File: config.mk
export PLATFORM = sky130hd
export DESIGN_NAME = hdr_cmd_fetch
export DESIGN_NICKNAME = d
export VERILOG_FILES = /design/src/rtl/hdr_pkg.sv /design/src/rtl/hdr_cmd_fetch.sv
export SDC_FILE = /design/constraint.sdc
export NUM_CORES = 1
export LEC_CHECK = 0
export ABC_AREA = 1
export CAP_MARGIN = 10
export CORE_ASPECT_RATIO = 0.7
export CORE_MARGIN = 10
export CORE_UTILIZATION = 29
export CTS_CLUSTER_DIAMETER = 100
export CTS_CLUSTER_SIZE = 10
export DETAILED_ROUTE_END_ITERATION = 7
export PLACE_DENSITY_LB_ADDON = 0.2
export SYNTH_ARGS = -nofsm -noshare
export SYNTH_HDL_FRONTEND = slang
export SYNTH_SLANG_ARGS = --single-unit
File: constraint.sdc
create_clock -name i_sys_clk -period 2.1 [get_ports i_sys_clk]
set_input_delay 0.42 -clock i_sys_clk [delete_from_list [all_inputs] [get_ports i_sys_clk]]
set_output_delay 0.42 -clock i_sys_clk [all_outputs]
set_load 0.1 [all_outputs]
File: src/rtl/hdr_pkg.sv
// Shared types for the HDR command descriptor fetch path.
// Holds the FSM state encoding, descriptor layout and mode constants.
package hdr_pkg;

    localparam int DESC_BYTES = 8;
    localparam logic [2:0] HDR_DDR_MODE = 3'd6;

    typedef enum logic [1:0] {
        ST_IDLE  = 2'd0,
        ST_FETCH = 2'd1,
        ST_VALID = 2'd2
    } hdr_state_e;

    typedef struct packed {
        logic [2:0]  cmd_attr;
        logic [3:0]  tid;
        logic [7:0]  cmd;
        logic        cp;
        logic [4:0]  dev_index;
        logic [2:0]  dtt;
        logic [2:0]  mode;
        logic        rnw;
        logic        wroc;
        logic        toc;
        logic [7:0]  def_byte;
        logic [23:0] data;
    } hdr_desc_t;

endpackage

File: src/rtl/hdr_cmd_fetch.sv
// Fetches an 8-byte HDR command descriptor from the register file,
// yielding the port to host config writes, and presents it with valid/ready.
module hdr_cmd_fetch
    import hdr_pkg::*;
#(
    parameter int ADDR_W = 12
) (
    input  logic              i_sys_clk,
    input  logic              i_sys_rst_n,
    input  logic              i_fetch_req,
    input  logic [ADDR_W-1:0] i_base_addr,
    input  logic              i_cfg_wr_en,
    output logic              o_regf_rd_en,
    output logic [ADDR_W-1:0] o_regf_addr,
    input  logic [7:0]        i_regf_data,
    output logic              o_desc_valid,
    input  logic              i_desc_ready,
    output logic [2:0]        o_cmd_attr,
    output logic [3:0]        o_tid,
    output logic [7:0]        o_cmd,
    output logic              o_cp,
    output logic [4:0]        o_dev_index,
    output logic [2:0]        o_dtt,
    output logic [2:0]        o_mode,
    output logic              o_rnw,
    output logic              o_wroc,
    output logic              o_toc,
    output logic [7:0]        o_def_byte,
    output logic [23:0]       o_data,
    output logic              o_busy,
    output logic              o_desc_err
);

    localparam logic [3:0] LAST_SLOT = 4'(DESC_BYTES - 1);
    localparam logic [3:0] NUM_BYTES = 4'(DESC_BYTES);

    hdr_state_e        state_q;
    logic [ADDR_W-1:0] base_q;
    logic [3:0]        issue_q;
    logic [3:0]        cap_q;
    logic              pend_q;
    logic [7:0]        byte_q [0:DESC_BYTES-2];
    hdr_desc_t         desc_q;
    hdr_desc_t         desc_d;
    logic              err_q;
    logic              err_d;

    logic                    rd_en;
    logic [ADDR_W-1:0]       rd_addr;
    logic [8*DESC_BYTES-1:0] raw;

    // Host config writes own the regfile port; issuing simply pauses.
    assign rd_en   = (state_q == ST_FETCH) && (issue_q < NUM_BYTES)
                   && !i_cfg_wr_en;
    assign rd_addr = base_q + ADDR_W'(issue_q);

    assign o_regf_rd_en = rd_en;
    assign o_regf_addr  = rd_en ? rd_addr : '0;

    // The last byte is decoded straight from the read bus as it lands.
    always_comb begin
        raw = '0;
        for (int i = 0; i < DESC_BYTES - 1; i++) begin
            raw[i*8 +: 8] = byte_q[i];
        end
        raw[8*DESC_BYTES-1 -: 8] = i_regf_data;
    end

    always_comb begin
        desc_d           = '0;
        desc_d.cmd_attr  = raw[2:0];
        desc_d.tid       = raw[6:3];
        desc_d.cmd       = {raw[14:8], raw[7]};
        desc_d.cp        = raw[15];
        desc_d.dev_index = raw[20:16];
        desc_d.dtt       = {raw[25:24], raw[23]};
        desc_d.mode      = raw[28:26];
        desc_d.rnw       = raw[29];
        desc_d.wroc      = raw[30];
        desc_d.toc       = raw[31];
        desc_d.def_byte  = raw[39:32];
        desc_d.data      = raw[63:40];
        err_d = (raw[22:21] != 2'b00) || (raw[28:26] != HDR_DDR_MODE);
    end

    always_ff @(posedge i_sys_clk or negedge i_sys_rst_n) begin
        if (!i_sys_rst_n) begin
            state_q <= ST_IDLE;
            base_q  <= '0;
            issue_q <= '0;
            cap_q   <= '0;
            pend_q  <= 1'b0;
            desc_q  <= '0;
            err_q   <= 1'b0;
            for (int i = 0; i < DESC_BYTES - 1; i++) begin
                byte_q[i] <= '0;
            end
        end else begin
            pend_q <= rd_en;
            unique case (state_q)
                ST_IDLE: begin
                    if (i_fetch_req) begin
                        base_q  <= i_base_addr;
                        issue_q <= '0;
                        cap_q   <= '0;
                        state_q <= ST_FETCH;
                    end
                end
                ST_FETCH: begin
                    if (rd_en) begin
                        issue_q <= issue_q + 4'd1;
                    end
                    if (pend_q) begin
                        cap_q <= cap_q + 4'd1;
                        if (cap_q == LAST_SLOT) begin
                            desc_q  <= desc_d;
                            err_q   <= err_d;
                            state_q <= ST_VALID;
                        end else begin
                            byte_q[cap_q[2:0]] <= i_regf_data;
                        end
                    end
                end
                ST_VALID: begin
                    if (i_desc_ready) begin
                        state_q <= ST_IDLE;
                    end
                end
                default: state_q <= ST_IDLE;
            endcase
        end
    end

    assign o_busy       = (state_q != ST_IDLE);
    assign o_desc_valid = (state_q == ST_VALID);
    assign o_desc_err   = err_q;

    assign o_cmd_attr  = desc_q.cmd_attr;
    assign o_tid       = desc_q.tid;
    assign o_cmd       = desc_q.cmd;
    assign o_cp        = desc_q.cp;
    assign o_dev_index = desc_q.dev_index;
    assign o_dtt       = desc_q.dtt;
    assign o_mode      = desc_q.mode;
    assign o_rnw       = desc_q.rnw;
    assign o_wroc      = desc_q.wroc;
    assign o_toc       = desc_q.toc;
    assign o_def_byte  = desc_q.def_byte;
    assign o_data      = desc_q.data;

endmodule

== After elaboration in Yosys (flattened, before gate mapping) ==
Cells that the tools add are included.
Word-level totals
  output and inout bits: 78
  bits in registers: 142
  word-level logic and storage cells: 71
Operators by class
  eq/ne operators: 9
  magnitude comparators: 3
  bitwise gates (word level): 2
  muxes and demuxes: 14
  $add $sub $neg: 3
  reduce and logical (&&, ||, !) cells: 15
Operators with widths (number)
  56-bit bitwise mux: 1
  8-bit demux with 3-bit select: 1
  4-bit one-hot mux with 2 select lines: 2
  12-bit by 4-bit adder with 12-bit output: 1
  12-bit two-way mux: 1
  4-bit two-way mux: 3
  3-bit AND reduction: 4
  4-bit by 1-bit adder with 4-bit output (second input constant): 2
  2-bit two-way mux: 4
  8-bit two-way mux: 1
  2-bit inequality test (second input constant): 3
  2-bit one-hot mux with 3 select lines: 1
  2-bit nonzero test: 3
  4-bit by 3-bit equality test with 1-bit output (second input constant): 1
  4-bit greater-or-equal comparator (second input constant): 1
  4-bit by 1-bit less-than comparator with 1-bit output (second input constant): 1
  4-bit less-than comparator (second input constant): 1
  2-bit by 1-bit inequality test with 1-bit output (second input constant): 2
  3-bit inverter with 4-bit output: 1
  4-bit AND reduction: 1
  1-bit logical AND: 3
  3-bit inequality test (second input constant): 1
  2-bit by 1-bit equality test with 1-bit output (second input constant): 1
  2-bit equality test (second input constant): 1
  5 further kinds: 5

== Longest topological paths before layout ==
Gate-level depths: netlist of run 1.
  depth after elaboration: 6
  mapped depth: 9

== Least setup slack after synthesis of run 1 ==
Ideal clock, no wire load.
  path type: register to output
  from: reg state_q[1]
  to: out o_regf_addr[6]
  stages on the path, launching flop included: 7
  arrival: 3.013 ns
  setup slack: -1.333 ns
  cell sequence: dfrtp_1 -> nor2_8 -> nand3_1 -> inv_1 -> buf_2 -> o21ai_0 -> a21oi_1
On the way
  cells in the longest elaborated chain, start to end: 4
RTL lines
  start, declared: RTL line hdr_cmd_fetch.sv:37  | hdr_state_e state_q;
  start signal, assigned: RTL line hdr_cmd_fetch.sv:88  | state_q <= ST_IDLE;
  start signal, assigned: RTL line hdr_cmd_fetch.sv:106  | state_q <= ST_FETCH;
  start signal, assigned: RTL line hdr_cmd_fetch.sv:118  | state_q <= ST_VALID;
  2-bit by 1-bit equality test with 1-bit output: RTL line hdr_cmd_fetch.sv:53  | assign rd_en = (state_q == ST_FETCH) && (issue_q < NUM_BYTES)
  1-bit logical AND: RTL line hdr_cmd_fetch.sv:53
  1-bit logical AND: RTL line hdr_cmd_fetch.sv:54  | && !i_cfg_wr_en;
  net o_regf_rd_en: RTL line hdr_cmd_fetch.sv:13  | output logic o_regf_rd_en,
  12-bit two-way mux: RTL line hdr_cmd_fetch.sv:58  | assign o_regf_addr = rd_en ? rd_addr : '0;
  end, declared: RTL line hdr_cmd_fetch.sv:14  | output logic [ADDR_W-1:0] o_regf_addr,
The timed path passes the listed nets, and every way through them passes these cells.

== Worst setup path after layout of run 1 ==
  from: reg issue_q[3]
  to: out o_regf_addr[10]
On the way
  cells in the longest elaborated chain, start to end: 4
  elaborated cells between the ends (all ways): 5
  classes of those cells: add/sub (1); order compare (1); mux (1); reduce/logical (2)
RTL lines
  start, declared: RTL line hdr_cmd_fetch.sv:39  | logic [3:0] issue_q;
  start signal, assigned: RTL line hdr_cmd_fetch.sv:111  | issue_q <= issue_q + 4'd1;
  parallel branches: the longest is 3 deep, another holds 12-bit by 4-bit adder with 12-bit output
  12-bit two-way mux *: RTL line hdr_cmd_fetch.sv:58
Every way passes the cells marked *.

==> flow_results.org, run 1 <==
** GRT
- Entering global routing, the biggest net connects 58 pins.
- The first global-routing pass estimated 26390 um of wire.
- Number of global-route vias before repair :: 4841
- Across every metal layer, demand over resource in global routing totals 0.1240.
- Number of antenna violations at the first check in global routing :: 0
- For this run the aggregate overflow at the end of global routing stands at 0.

** Clock tree
- Clock-pin slew was measured on the worst setup and hold paths at 0.06 ns.
- Later-pin clock latency in the skew report :: 0.42 ns
- Counting along the longest clock path gives a buffer depth of 2.
- TritonCTS built the clock tree.
- Number of sinks on the clock net :: 142
- Cell at the root of the clock tree :: sky130_fd_sc_hd__clkbuf_16
- H-tree lvl count :: 4
- Number of buffers inserted during clock tree synthesis :: 17

** STA
- Static timing analysis puts the maximum clock frequency at 0.3936 GHz.
- Of the available clock period, the critical path in the final layout requires 1.210.
- Worst-case clock skew :: 0.01218 ns
- Final critical-path setup slack :: -0.4408 ns
- Setup violators final :: 11
- RSZ-0062 raised after global routing :: true
- The number of max-slew violations in the final report came to 0.
- Transition time of the tightest slew-check pin :: 0.5408 ns
- The total count of hold-check failures in the final report is 0.
- The smallest clock period supported by the final layout is computed as 2.541 ns.
- Headroom to the max-slew limit came out at 0.6395.

** Final layout
- Non-filler instance count after layout :: 1064
- Area growth from synthesis to final layout :: 39.55%
- Most common cell after layout, fill and taps aside :: sky130_fd_sc_hd__nand2_1
- Design area :: 8414 um2
- Layout Nets :: 810
- In the final layout, the share of cells above drive strength 1 is 0.2766.
- 0 antenna diodes ended up in the layout.
- The library cells used most frequently in the layout, excluding fill and tap cells, are sky130_fd_sc_hd__nand2_1, sky130_fd_sc_hd__dfrtp_1, sky130_fd_sc_hd__buf_4, sky130_fd_sc_hd__o21ai_1, sky130_fd_sc_hd__inv_1.

** Floorplanning
- Core area :: 20590 um2
- Rows :: 44
- The die covers 27050 um2.
- Initial cell density of the core :: 0.2928
- Die boundary height :: 140.6 um
- 103 I/O pins were placed.
- In this run the horizontal extent of the chip is 192.3 um.

** Synth
- Area share of the largest cell type after synthesis :: 0.5893
- Synthesis produced 644 cells.
- Distinct cell type count of the synthesized netlist :: 26
- After synthesis, the mean cell area works out to 9.363 um2.
- Synthesis-stage register bit count :: 142
- Netlist Area Pre-Place :: 6030 um2
- The biggest area contributor in the post-synthesis netlist is sky130_fd_sc_hd__dfrtp_1.
- Net count after synthesis :: 676
- Yosys warning count :: 0
- Sorting the synthesized cells by area gives the leading types as sky130_fd_sc_hd__dfrtp_1, sky130_fd_sc_hd__nand2_1, sky130_fd_sc_hd__o21ai_1.
- Share of the yosys chip area belonging to registers :: 0.5893

** Route
- For this run, design rule violations remaining after detail routing come to 0.
- The first TritonRoute pass finished after 4 iterations.
- Total routed wirelength :: 16530 um
- In the final routed layout, each cell accounts on average for 15.53 um.
- Number of antenna-violating nets in the routed design :: 0
- Average vias per placed instance :: 4.414
- Starting DRT DRC Count :: 249
- Across all layers, the routed design uses 4697 vias.

** Setup path
- The startpoint identified for the worst register-to-register timing path is state_q[1]$_DFFE_PN0P_.
- Setup slack on the worst reg-to-reg path comes out at 0.32 ns.
- Of all nets on the critical path, the largest fanout is 3.
- The worst register-to-register path ends at o_data[11]$_DFFE_PN0P_.
- In this run the worst setup path terminates at o_regf_addr[10].
- At the worst endpoint, the arrival time is 2.12 ns.
- Among all stages on the critical path, the largest delay is contributed by sky130_fd_sc_hd__dfrtp_1.
- CP Cell Sequence :: ha_4 > a21oi_1 > nand2_4 > buf_12 > nand4_1 > nand2_1 > a21oi_4 > buf_12
- The worst setup path is launched from a flip-flop.
- Launch point of the worst path :: issue_q[3]$_DFFE_PN0P_
- The worst register-to-register path has a depth of 9.
- STA classifies the critical path endpoint as an output pin.
- Critical Setup Path Class :: reg -> out
- For this run, the slowest stage of the critical path takes 0.41 ns.
- Data on the critical path is required at its endpoint by 1.68 ns.
- Counting stages on the worst path, the most repeated cell is sky130_fd_sc_hd__buf_12.

** Place
- Once placement completed, the tool counted placed cells totaling 1024.
- GP Congestion :: 0.8282
- During placement, the flow inserted port buffers numbering 102.
- Detailed-placement wirelength estimate :: 11770 um
- Once placement finished, the instance area stood at 7586 um2.

** Min path
- In this run the worst hold path is classified as reg -> reg.

** Outcome
- The checks that failed: setup timing.
- The flow ran to the end, but the final reports show violations.

** Run
- Max-Cap Viols :: 0
## registers in the layout, summed over array words and instances, names as in the netlist
| name | flops |
|---|---|
| o_toc | 1 |
| o_cmd | 8 |
| cap_q | 4 |
| state_q | 2 |
| pend_q | 1 |
| o_rnw | 1 |
| o_def_byte | 8 |
| o_data | 24 |
| o_cmd_attr | 3 |
| o_dtt | 3 |
| o_wroc | 1 |
| byte_q | 56 |
| o_dev_index | 5 |
| base_q | 12 |
| o_cp | 1 |
| o_mode | 3 |
| issue_q | 4 |
| o_desc_err | 1 |
| o_tid | 4 |
## repair_timing
action | CTS | global route
setup endpoints to repair | 11 | 13
hold buffers | 1 | 0
resized for setup | 18 | 23
pin swaps | 8 | 7
endpoints found under the hold margin | 48 | 0
buffers inserted | 5 | 5
## worst max-delay path, delay by kind of cell, from the launching register on
family / cells / cell delay, ns
and+or+nand+nor: 3 / 0.27
adders and majority gates: 1 / 0.27
buffers and inverters: 2 / 0.33
DFF: 1 / 0.41
AOI/OAI and AO/OA: 2 / 0.42
## how the worst min path moves through the flow
stage	from	end	slack, ns	cells past startpoint
2_1_floorplan	i_sys_rst_n	base_q[0]$_DFFE_PN0P_	0.12	0
3_3_place_gp	i_sys_rst_n	o_def_byte[1]$_DFFE_PN0P_	0.42	1
3_5_place_dp	i_sys_rst_n	o_def_byte[1]$_DFFE_PN0P_	0.42	1
4_1_cts	byte_q[1]$_DFFE_PN0P_	o_data[9]$_DFFE_PN0P_	0.47	2
5_1_grt	byte_q[36]$_DFFE_PN0P_	o_dev_index[4]$_DFFE_PN0P_	0.50	2
6_report	byte_q[1]$_DFFE_PN0P_	o_data[9]$_DFFE_PN0P_	0.47	2
## logic make-up after synthesis
kind of cell	Yosys count	synth area share
AOI/OAI and AO/OA	96	0.08882
adders and majority gates	7	0.01577
buffers and inverters	61	0.06184
DFF	142	0.5893
and+or+nand+nor	338	0.2442
## per-layer routing
layer,part of all wire,wire length (um),GRT usage,up-vias
met5,0,0,0,-
met4,0.0080,132,0.03214,0
met3,0.052,856,0.03647,9
met2,0.47,7690,0.1891,69
met1,0.47,7848,0.1679,2298
li1,-,-,-,2321
## synthesized netlist by cell type
library cell and instances:
sky130_fd_sc_hd__inv_1 35, sky130_fd_sc_hd__o21ai_0 20, sky130_fd_sc_hd__o21ai_2 14, sky130_fd_sc_hd__nand3_4 1, sky130_fd_sc_hd__buf_6 18, sky130_fd_sc_hd__ha_1 6
sky130_fd_sc_hd__fa_1 1, sky130_fd_sc_hd__nor3_1 4, sky130_fd_sc_hd__nor2_1 15, sky130_fd_sc_hd__nand2_2 1, sky130_fd_sc_hd__nor2_8 2, sky130_fd_sc_hd__inv_2 2
sky130_fd_sc_hd__nand2_4 1, sky130_fd_sc_hd__nand2_1 285, sky130_fd_sc_hd__buf_2 4, sky130_fd_sc_hd__buf_4 1, sky130_fd_sc_hd__clkinv_1 1, sky130_fd_sc_hd__nand4_1 1
sky130_fd_sc_hd__nand3_1 20, sky130_fd_sc_hd__o21ai_1 48, sky130_fd_sc_hd__nor2_4 1, sky130_fd_sc_hd__dfrtp_1 142, sky130_fd_sc_hd__o31ai_1 1, sky130_fd_sc_hd__a21oi_1 13
sky130_fd_sc_hd__nand4_4 6, sky130_fd_sc_hd__and2_1 1
## metrics by stage
stage	utilization	worst slack [ns]	TNS [ns]	hold WS, ns
global placement	0.3684	-0.07376	-0.1651	0.4154
finish	0.4087	-0.4408	-3.729	0.4680
floorplan	-	-0.2426	-0.9663	0.1244
detailed placement	0.3684	-0.09337	-0.2921	0.4178
global route	0.4087	-0.5531	-4.797	0.4954
CTS	0.4030	-0.4561	-3.753	0.4715
## layout make-up
class / count / area (um2)
clock buffers: 24 / 481.7
inverters: 38 / 147.6
fillers: 2032 / 12180
multi-input cells: 441 / 2419
clock inverters: 5 / 106.4
flip-flops and latches: 142 / 3553
well taps: 276 / 345.3
repair buffers: 138 / 1361
Power of run 1 is not shown: default switching activity piles up to over one toggle a cycle in this logic, so the estimate is an artifact.
==> run 2: changes to the inputs <==
--- a/config.mk
+++ b/config.mk
@@ -14,6 +14,7 @@
 export CTS_CLUSTER_SIZE = 10
 export DETAILED_ROUTE_END_ITERATION = 7
 export PLACE_DENSITY_LB_ADDON = 0.2
+export SLEW_MARGIN = 10
 export SYNTH_ARGS = -nofsm -noshare
 export SYNTH_HDL_FRONTEND = slang
 export SYNTH_SLANG_ARGS = --single-unit
==> results of run 2 <==
Final layout, timing and power as in run 1 (identical DEF).
Power of run 2 is left out for the same reason.
==> RTL edit, RTL diff (flow settings as in run 1) <==
Change the package constant `DESC_BYTES` from 8 to 9.
--- a/src/rtl/hdr_pkg.sv
+++ b/src/rtl/hdr_pkg.sv
@@ -2,7 +2,7 @@
 // Holds the FSM state encoding, descriptor layout and mode constants.
 package hdr_pkg;
 
-    localparam int DESC_BYTES = 8;
+    localparam int DESC_BYTES = 9;
     localparam logic [2:0] HDR_DDR_MODE = 3'd6;
 
     typedef enum logic [1:0] {
Formal check against the unedited RTL: not equivalent (a bounded check fails within 10 cycles, from zero or initial values and one cycle with i_sys_rst_n low).
==> RTL edit against run 1 <==
  * The run still ends with negative setup slack left
  * Global-route usage about the same
  * Routed wire length increased by 3.6%
  * Sequential cell count increased by 8
  * Setup slack got worse by 6.4 ps
  * Synthesized cell count increased by 6.8%
  * Synthesized area increased by 4.4%
  * Design area increased by 4.5%
Power is not shown: default switching activity piles up to over one toggle a cycle in this logic, so the estimate is an artifact.
==> RTL edit: results <==
export IMPL_cts_buffer_depth=2
export IMPL_dp_hpwl_um=11700
export IMPL_layout_setup_ws_ps=-447
export IMPL_worstPathArrival_ps=2130
export IMPL_finalWirelength_um=17100
export IMPL_slowest_stage="fa_2"
export IMPL_slowest_delay_ps=390
export IMPL_nets=855
export IMPL_ys_flop_type="dfrtp_1"
export IMPL_regMostFlops="byte_q"
export IMPL_skew_ps=10.6
export IMPL_root_buffer="clkbuf_16"
export IMPL_synth_nets=722
export IMPL_failed_checks="negative setup slack"
export IMPL_routed_wl_met3_um=886
export IMPL_largest_reg_flops=64
export IMPL_synth_cell_type_count=28
export IMPL_wl_met1_um=8790
export IMPL_first_iter_violations=362
export IMPL_yosysTopAreaCellShare=0.596
export IMPL_grt_pass1_vias=4974
export IMPL_postSynth_asyncResetShare=1.00
export IMPL_crit_family="adder cells"
export IMPL_numCtsBuffers=17
export IMPL_grt_pass1_wl_um=27700
export IMPL_ys_seq_area_frac=0.596
export IMPL_insertion_delay_ps=420
export IMPL_clk_pin_slew_ps=60
export IMPL_netlist_top_cells_area="dfrtp_1 (60%), nand2_1 (18%), o21ai_1 (4.2%)"
export IMPL_portBuffers=102
export IMPL_vias=4900
export IMPL_fin_tns_setup_ps=-3690
export IMPL_finalSetupViolCount=13
export IMPL_synth_common_cells="nand2_1 (301), dfrtp_1 (150), o21ai_1 (53)"
export IMPL_hold_path_class="reg2reg"
export IMPL_htree_num_levels=4
export IMPL_gp_congestion=0.774
export IMPL_top_layer="met4"
export IMPL_status="finished, violations left"
export IMPL_drive_above_1_share=0.273
export IMPL_grt_util_all_layers=0.124
export IMPL_grt_max_degree=54
export IMPL_wl_met2_um=7380
export IMPL_tightest_slew_ps=486
export IMPL_antenna_found_initial=0
-- RTL edit: kinds of logic after synthesis --
| logic type | after synthesis | share of synthesized area |
|---|---|---|
| xor+xnor | 2 | 0.00278 |
| buf+inv | 67 | 0.0515 |
| compound gates | 98 | 0.0837 |
| simple gates | 362 | 0.247 |
| flops | 150 | 0.596 |
| fa+ha+maj | 9 | 0.0191 |
-- RTL edit: worst paths after layout --
check / from / end / slack [ps] / cells past startpoint
max in group asynchronous: i_sys_rst_n / o_data[17]$_DFFE_PN0P_ / 940 / 3
worst max register to register: cap_q[1]$_DFFE_PN0P_ / byte_q[16]$_DFFE_PN0P_ / 360 / 8
worst min register to register: byte_q[61]$_DFFE_PN0P_ / o_tid[2]$_DFFE_PN0P_ / 470 / 2
min in group asynchronous: i_sys_rst_n / o_data[3]$_DFFE_PN0P_ / 500 / 2
worst max-delay path: base_q[0]$_DFFE_PN0P_ / o_regf_addr[2] / -450 / 8
worst min-delay path: byte_q[61]$_DFFE_PN0P_ / o_tid[2]$_DFFE_PN0P_ / 470 / 2
-- RTL edit: repair_timing --
item,CTS,global route
cloned,1,0
setup buffers,9,6
hold endpoints to repair,40,0
gates resized for setup,35,15
setup endpoints to repair,13,13
pin swaps,13,6
hold buffers,1,0
-- RTL edit: final cells by class --
type,count,area (µm²)
fill,2101,12200
timing repair inverter,1,8.76
multi-input combinational,471,2500
clock inverter,11,198
timing repair buffer,139,1370
clock buffer,20,447
tap,276,345
inverter,41,164
sequential,150,3760
-- RTL edit: worst register-to-register path: cells and delay by family, from the launching register on --
family                   cells  cell delay, ps
AND/OR/NAND/NOR              5             940
buffers and inverters        1              80
flip-flops                   1             360
AO/OA/AOI/OAI                1              60
adder cells (fa/ha/maj)      1             180
-- RTL edit: metal layers --
metal  track usage  vias to the layer above
met3        0.0337                        7
met5             0                        -
met1         0.177                     2360
met4        0.0325                        0
met2         0.180                       85
li1              -                     2448
-- RTL edit: per-stage QoR --
step                      std cells  cell area [µm²]  utilization  setup WS (ps)
after floorplan                 688             6470            -           -215
after global placement         1065             7880        0.375          -46.9
after detailed placement       1065             7880        0.375          -67.9
after CTS                      1107             8730        0.415           -449
after global routing           1109             8790        0.418           -505
final                          1109             8790        0.418           -447
